[src/rtl/shift_pkg.sv]
// ============================================================================
// Module  : shift_pkg
// Brief   : Shared constants, opcodes and FSM state type for the serial shifter
// Revision: 1.0
// ============================================================================
`default_nettype none

package shift_pkg;

    localparam int WIDTH = 16;
    localparam int CNT_W = 5;

    localparam logic [2:0] OP_LSL = 3'b000;
    localparam logic [2:0] OP_LSR = 3'b001;
    localparam logic [2:0] OP_ASR = 3'b010;
    localparam logic [2:0] OP_RSL = 3'b011;
    localparam logic [2:0] OP_RSR = 3'b100;

    typedef enum logic [1:0] {
        S_IDLE  = 2'd0,
        S_SHIFT = 2'd1,
        S_DONE  = 2'd2
    } state_t;

endpackage

`default_nettype wire

[src/rtl/shift_step.sv]
// ============================================================================
// Module  : shift_step
// Brief   : Combinational single-bit shift/rotate step with carry-out
// Revision: 1.0
// ============================================================================
`default_nettype none

module shift_step
    import shift_pkg::*;
(
    input  logic [2:0]       i_op,
    input  logic [WIDTH-1:0] i_word,
    output logic [WIDTH-1:0] o_word,
    output logic             o_carry
);

    always_comb begin
        o_word  = i_word;
        o_carry = 1'b0;
        case (i_op)
            OP_LSL: begin
                o_carry = i_word[WIDTH-1];
                o_word  = {i_word[WIDTH-2:0], 1'b0};
            end
            OP_LSR: begin
                o_carry = i_word[0];
                o_word  = {1'b0, i_word[WIDTH-1:1]};
            end
            OP_ASR: begin
                o_carry = i_word[0];
                o_word  = {i_word[WIDTH-1], i_word[WIDTH-1:1]};
            end
            OP_RSL: begin
                o_carry = i_word[WIDTH-1];
                o_word  = {i_word[WIDTH-2:0], i_word[WIDTH-1]};
            end
            OP_RSR: begin
                o_carry = i_word[0];
                o_word  = {i_word[0], i_word[WIDTH-1:1]};
            end
            default: ;
        endcase
    end

endmodule

`default_nettype wire

[src/rtl/serial_shift_unit.sv]
// ============================================================================
// Module  : serial_shift_unit
// Brief   : Multi-cycle 16-bit shift/rotate engine, one bit per clock, with
//           valid/ready request and result handshakes
// Revision: 1.0
// ============================================================================
`default_nettype none

module serial_shift_unit
    import shift_pkg::*;
#(
    parameter int WIDTH = 16,
    parameter int CNT_W = 5
) (
    input  logic             clk,
    input  logic             rst,
    input  logic             in_valid,
    output logic             in_ready,
    input  logic [2:0]       op,
    input  logic [WIDTH-1:0] inp,
    input  logic [WIDTH-1:0] shift_value,
    output logic             out_valid,
    input  logic             out_ready,
    output logic [WIDTH-1:0] out,
    output logic             carry,
    output logic             zero,
    output logic             neg,
    output logic             illegal,
    output logic             busy
);

    state_t             r_state;
    state_t             w_state_nxt;
    logic [CNT_W-1:0]   r_cnt;
    logic [WIDTH-1:0]   r_work;
    logic [2:0]         r_op;
    logic               r_carry;
    logic               r_illegal;

    logic [CNT_W-1:0]   w_n;
    logic               w_n_zero;
    logic               w_op_illegal;
    logic               w_accept;
    logic [WIDTH-1:0]   w_step_word;
    logic               w_step_carry;

    // Effective step count: rotates wrap modulo 16, linear shifts saturate at 16
    always_comb begin
        w_n          = '0;
        w_op_illegal = 1'b0;
        case (op)
            OP_LSL, OP_LSR, OP_ASR:
                w_n = (|shift_value[WIDTH-1:4]) ? CNT_W'(WIDTH)
                                                : CNT_W'(shift_value[3:0]);
            OP_RSL, OP_RSR:
                w_n = CNT_W'(shift_value[3:0]);
            default:
                w_op_illegal = 1'b1;
        endcase
    end

    assign w_n_zero = (w_n == '0);
    assign w_accept = in_valid && (r_state == S_IDLE);

    shift_step u_step (
        .i_op    (r_op),
        .i_word  (r_work),
        .o_word  (w_step_word),
        .o_carry (w_step_carry)
    );

    always_ff @(posedge clk or negedge rst) begin
        if (!rst) begin
            r_state <= S_IDLE;
        end else begin
            r_state <= w_state_nxt;
        end
    end

    always_comb begin
        w_state_nxt = r_state;
        case (r_state)
            S_IDLE: begin
                if (w_accept) begin
                    w_state_nxt = w_n_zero ? S_DONE : S_SHIFT;
                end
            end
            S_SHIFT: begin
                if (r_cnt == CNT_W'(1)) begin
                    w_state_nxt = S_DONE;
                end
            end
            S_DONE: begin
                if (out_ready) begin
                    w_state_nxt = S_IDLE;
                end
            end
            default: w_state_nxt = S_IDLE;
        endcase
    end

    always_ff @(posedge clk or negedge rst) begin
        if (!rst) begin
            r_cnt     <= '0;
            r_work    <= '0;
            r_op      <= OP_LSL;
            r_carry   <= 1'b0;
            r_illegal <= 1'b0;
        end else begin
            case (r_state)
                S_IDLE: begin
                    if (w_accept) begin
                        r_op      <= op;
                        r_work    <= inp;
                        r_cnt     <= w_n;
                        r_carry   <= 1'b0;
                        r_illegal <= w_op_illegal;
                    end
                end
                S_SHIFT: begin
                    r_work  <= w_step_word;
                    r_carry <= w_step_carry;
                    r_cnt   <= r_cnt - CNT_W'(1);
                end
                default: ;
            endcase
        end
    end

    assign in_ready  = (r_state == S_IDLE);
    assign out_valid = (r_state == S_DONE);
    assign busy      = (r_state != S_IDLE);
    assign out       = r_work;
    assign carry     = r_carry;
    assign illegal   = r_illegal;
    assign neg       = r_work[WIDTH-1];
    // Masked by DONE so a cleared work register does not flag zero out of reset
    assign zero      = (r_state == S_DONE) && (r_work == '0);

endmodule

`default_nettype wire

[config.mk]
export PLATFORM = sky130hd
export DESIGN_NAME = serial_shift_unit
export DESIGN_NICKNAME = d
export VERILOG_FILES = /design/src/rtl/shift_pkg.sv /design/src/rtl/shift_step.sv /design/src/rtl/serial_shift_unit.sv
export SDC_FILE = /design/constraint.sdc
export NUM_CORES = 1
export LEC_CHECK = 0
export BUFFER_PORTS_ARGS = -buffer_cell sky130_fd_sc_hd__buf_4
export CAP_MARGIN = 20
export CORE_MARGIN = 1.5
export CORE_UTILIZATION = 45
export CTS_BUF_LIST = sky130_fd_sc_hd__clkbuf_16
export CTS_CLUSTER_DIAMETER = 50
export DETAILED_ROUTE_END_ITERATION = 8
export PLACE_DENSITY = 0.73
export SETUP_SLACK_MARGIN = 0.15
export SLEW_MARGIN = 40
export SYNTH_ARGS = -nofsm -noshare
export SYNTH_HDL_FRONTEND = slang
export SYNTH_HIERARCHICAL = 1
export SYNTH_SLANG_ARGS = --single-unit
[constraint.sdc]
create_clock -name clk -period 2.4 [get_ports clk]
set_clock_uncertainty 0.15 [all_clocks]
set_input_delay 0.36 -clock clk [delete_from_list [all_inputs] [get_ports clk]]
set_output_delay 0.36 -clock clk [all_outputs]
set_load 0.05 [all_outputs]
==> results.yml, run 1 <==
logic_synthesis:
  synthCells: 223
  yosys.area.top_type_share: 0.341
  async_flop_share: 1.00
  synth_cell_types: 42
  ys_warn_count: 6
  synth_area_leader_cell: "dfrtp_1"
  syn_area_sq_um: 2060
  ys_top_cells_by_area: "dfrtp_1, mux2i_1, o21ai_0, o211ai_1, or3_1"
  synthesis.nets: 264
  avgSynthCellArea_sq_um: 9.22
  synth-seq-cells: 28
  synth_top_flop_cell: "dfrtp_1"
  yosysSeqAreaShare: 0.341
  synth_edf_count: 0
job:
  drv_cap: 0
worst_hold_path:
  hold_path.class: "primary input to flop"
sta:
  finalSetupTns_ps: 0
  setup_violations: 0
  hold_violations: 0
  fmax_mhz: 461
  rsz0062_at_grt: "false"
  slew_violations: 0
  min_period_over_period: 0.903
  relSlewSlack: 0.663
  layout_min_cycle_time_ps: 2170
  worst_slew_pin_slew_ps: 501
clock_network:
  numCtsBuffers: 3
  cts_num_sinks: 28
  clkTransAtPathRegs_ps: 70
  root_buffer: "clkbuf_16"
  clkLatencyLatePin_ps: 260
  h-tree-depth: 1
  cts_tree: "done"
  cts_buffer_depth: 2
  cts_setup_buffers: 0
layout:
  area_delta_synth_final_pct: 28.0
  nNetsFinal: 321
  fin_cells: 331
  diodes: 0
  drive_above_1_share: 0.312
global_route:
  grt_overflow: 0
  grt_max_degree: 29
  antenna_found_initial: 0
  grt_pass1_wl_um: 8690
  grt_pass1_vias: 1899
  grt_usage: 0.212
pwr:
  finalPower_mw: 4.43
  ir_drop_mv: 0.947
  p_per_area_nw_per_um2: 1680
  p_leak_nw: 1.20
place:
  dp.cells: 326
  place_congestion: 0.820
  port_buffers: 61
  hpwl_um: 3680
worst_setup_path:
  arrival_ps: 1660
  cp-start-kind: "flop"
  endpoint_kind: "primary output"
  crit_type: "flop to primary output"
  crit_fanout: 8
  required_ps: 1890
route:
  dr.pass1.iters: 4
  detail-route-antenna-nets: 0
  num_vias: 1921
  avgRoutedWirePerCell_um: 15.3
  viasPerCell: 5.80
  drtIter0Drc: 182
  drt-total-wl_um: 5080
  drc: 0
floorplan:
  core-area_sq_um: 4380
  pin_count: 62
  rows: 24
  start_util: 0.469
  fp.dieH_um: 70.6
  dieArea_sq_um: 4990
  die_w_um: 70.6
outcome:
  status: "completed"
==> state kept, by name, indices dropped and copies added, names as in the netlist <==
signal,count
out,16
r_cnt,5
r_op,3
r_state,2
carry,1
illegal,1
==> where the power goes <==
part	internal, mW	total (mW)	switching [mW]	leakage, nW
clock network	0.224	0.387	0.164	0.0385
logic	1.20	2.91	1.71	0.818
registers	0.709	1.14	0.430	0.343
==> cells by family (layout without fill, tap and decap cells) <==
logic type | Yosys count | after routing | share of synthesized area
AOI/OAI and AO/OA | 65 | 65 | 0.206
and+or+nand+nor | 64 | 64 | 0.169
muxes | 38 | 38 | 0.187
DFF | 28 | 28 | 0.341
xor gates and xnor gates | 3 | 3 | 0.0219
adders and majority gates | 2 | 2 | 0.0122
buffers and inverters | 23 | 79 | 0.0633
==> cell type report <==
| cell class | count | area (sq um) |
|---|---|---|
| repair buffers | 69 | 520 |
| flip-flops and latches | 28 | 702 |
| fillers | 413 | 1750 |
| clock inverters | 1 | 3.75 |
| clock buffers | 3 | 75.1 |
| multi-input cells | 172 | 1240 |
| inverters | 6 | 22.5 |
| well taps | 52 | 65.1 |
==> Yosys cell counts, types with 2 or more instances <==
cell type and instances:
inv_1 6, nand2_1 21, buf_4 2, nand2b_1 2
clkbuf_1 6, o21ai_0 26, o21ai_1 10, a21oi_1 2
nor2_1 5, buf_6 4, dfrtp_1 28, ha_1 2
nor4_1 6, mux2_2 4, nand3_1 4, nor2b_1 2
buf_2 5, mux2i_1 34, nor3_1 3, o211ai_1 15
or3_1 13, a221o_1 3
==> cell usage in the layout (no fill, tap or decap), drive strengths merged, types with 2 or more instances in the layout <==
| cell | instances |
|---|---|
| a21oi | 2 |
| a221o | 4 |
| buf | 68 |
| clkbuf | 3 |
| dfrtp | 28 |
| ha | 2 |
| inv | 6 |
| mux2 | 4 |
| mux2i | 34 |
| nand2 | 21 |
| nand2b | 2 |
| nand3 | 4 |
| nor2 | 6 |
| nor2b | 2 |
| nor3 | 3 |
| nor4 | 6 |
| o211ai | 15 |
| o21ai | 36 |
| or3 | 13 |
| or4 | 2 |
| xnor2 | 2 |
==> path summary, 6_finish.rpt <==
kind / startpoint / end / slack, ps / depth (start not counted)
min: shift_value[0] / r_cnt[0] / 190 / 2
max in group asynchronous: rst / out[0] / 1400 / 2
min reg2reg: illegal / illegal / 350 / 2
min in group asynchronous: rst / out[6] / 420 / 2
max: out[0] / zero / 230 / 3
max reg2reg: r_op[1] / out[1] / 390 / 6
==> metal layers <==
metal  routed length, um  track usage  up-vias  share of wire
met5                   0            0        -              0
met4                  31       0.0482        0         0.0061
met3                 258       0.0342        4          0.051
met2                2470        0.370       55           0.49
met1                2320        0.279      917           0.46
li1                    -            -      945              -
==> metrics by stage <==
stage | hold WS (ps) | worst slack (ps) | cell area (sq um) | util
global route | 187 | 155 | 2630 | 0.600
detailed placement | 159 | 470 | 2540 | 0.580
global placement | 151 | 493 | 2540 | 0.580
finish | 188 | 233 | 2630 | 0.600
floorplan | -85.6 | 236 | 2070 | -
CTS | 187 | 197 | 2630 | 0.600
==> critical path: stages (launching register included) <==
cell and delay (ps):
dfrtp_2 460, or4_1 580, nor3_4 140, buf_4 220
==> repair_timing <==
| item | 4_1_cts | 5_1_grt |
|---|---|---|
| endpoints found under the setup margin | 0 | 1 |
| resized for setup | 0 | 1 |
| hold buffers | 1 | 0 |
| hold endpoints to repair | 28 | 0 |
Power figures use the tool's default switching activity.
==> run 2, diff against run 1 <==
PLACE_DENSITY = default   (was 0.73)
PLACE_DENSITY_LB_ADDON = 0.05   (was default)
==> run 2 against run 1 <==
Against the previous run: sequential power is essentially flat; cell count shrank 0.30%; final area shrank 0.19%; largest power group unchanged; highest routed layer unchanged.
==> results.yml, run 2 (synthesized netlist as in run 1, its figures left out) <==
outcome:
  status: "completed"
sta:
  relSlewSlack: 0.652
  timing.final.ws_setup_ps: 227
  worst_slew_pin_slew_ps: 516
  min_period_over_period: 0.905
  layout_min_cycle_time_ps: 2170
  slew_violations: 0
  rsz0062_at_grt: "false"
  fmax_mhz: 460
  hold_violations: 0
  setup_violations: 0
  finalSetupTns_ps: 0
clock_network:
  cts_buffer_depth: 2
  cts_setup_buffers: 0
  cts_num_sinks: 28
  numCtsBuffers: 3
  clkTransAtPathRegs_ps: 70
  cts_tree: "done"
  h-tree-depth: 1
  clkLatencyLatePin_ps: 260
  root_buffer: "clkbuf_16"
worst_setup_path:
  crit_slowest_cell: "or4_1"
  crit_fanout: 8
  endpoint_kind: "primary output"
  arrival_ps: 1660
  cp_num_buf_inv: 1
  cp-start-kind: "flop"
  crit_type: "flop to primary output"
  required_ps: 1890
  crit_path_cell_trace: "or4_1, nor3_4, buf_4"
  cpLargestDelayFamily: "simple AND/OR/NAND/NOR gates"
  cpPeakStageDelay_ps: 590
floorplan:
  die_w_um: 70.6
  fp.dieH_um: 70.6
  rows: 24
  core-area_sq_um: 4380
  dieArea_sq_um: 4990
  pin_count: 62
  start_util: 0.469
global_route:
  antenna_found_initial: 0
  grt_max_degree: 34
  grt_overflow: 0
  grt_usage: 0.202
  grt_pass1_wl_um: 8310
  grt_pass1_vias: 1797
layout:
  largest_reg_flops: 16
  seq_area_sq_um: 701
  final_common_cell: "buf_4"
  nFillCells: 414
  drive_above_1_share: 0.309
  final_cell_mix: "buf_4, mux2i_1, dfrtp_1, o21ai_0, nand2_1"
  area_delta_synth_final_pct: 27.7
  diodes: 0
  fin_cells: 330
  multi_input_area_sq_um: 1240
  nNetsFinal: 321
job:
  drv_cap: 0
route:
  drc: 0
  dr.pass1.iters: 4
  num_vias: 1881
  avgRoutedWirePerCell_um: 14.6
  drt-total-wl_um: 4820
  detail-route-antenna-nets: 0
  drtIter0Drc: 68
  viasPerCell: 5.70
place:
  hpwl_um: 3480
  dp.cells: 326
  pre_cts_slack_ps: 498
  place_congestion: 0.748
  port_buffers: 61
pwr:
  ir_drop_mv: 0.940
  finalPower_mw: 4.38
  p_leak_nw: 1.20
  p_per_area_nw_per_um2: 1670
worst_hold_path:
  hold_path.class: "primary input to flop"
run 2: changes by cell type in the layout (fill, tap and decap cells not counted):
cell,before,now
dfrtp_2,1,0
clkinv_1,1,0
dfrtp_1,27,28
run 2: layout make-up:
type	instances	share of cell area
Clock buffer	3	0.0286
Inverter	6	0.00857
Multi-Input combinational cell	172	0.473
Sequential cell	28	0.267
Tap cell	52	0.0248
Timing Repair Buffer	69	0.198
run 2: path summary, 6_finish.rpt:
path	start	end	slack [ps]	cells past startpoint
min in group asynchronous	rst	out[7]	400	2
worst max register to register	r_op[1]	out[13]	520	6
worst min-delay path	shift_value[1]	r_cnt[1]	180	2
worst max-delay path	out[0]	zero	230	3
worst min register to register	illegal	illegal	330	2
max in group asynchronous	rst	out[15]	1430	2
run 2: layer usage:
layer	wire length (um)	global-route usage	share of wire	vias to the layer above
li1	-	-	-	945
met1	2240	0.265	0.47	884
met2	2300	0.354	0.48	47
met4	49	0.0503	0.010	0
met3	227	0.0271	0.047	5
met5	0	0	0	-
run 2: where the power goes:
part	switching, mW	total [mW]	leakage (nW)	internal [mW]
Combinational	1.69	2.88	0.818	1.20
Sequential	0.411	1.12	0.344	0.708
Clock	0.157	0.378	0.0370	0.221
Total	2.25	4.38	1.20	2.13
run 2: metrics by stage:
| step | util | area, sq um | hold WS, ps |
|---|---|---|---|
| final | 0.599 | 2630 | 182 |
| after global routing | 0.599 | 2630 | 188 |
| after CTS | 0.599 | 2630 | 177 |
| after detailed placement | 0.580 | 2540 | 159 |
| after global placement | 0.580 | 2540 | 155 |
| after floorplan | - | 2070 | -85.6 |
run 2: repair_timing:
action | CTS | global route
setup endpoints to repair | 0 | 0
gates resized for setup | 0 | 0
endpoints found under the hold margin | 28 | 0
hold buffers | 1 | 0
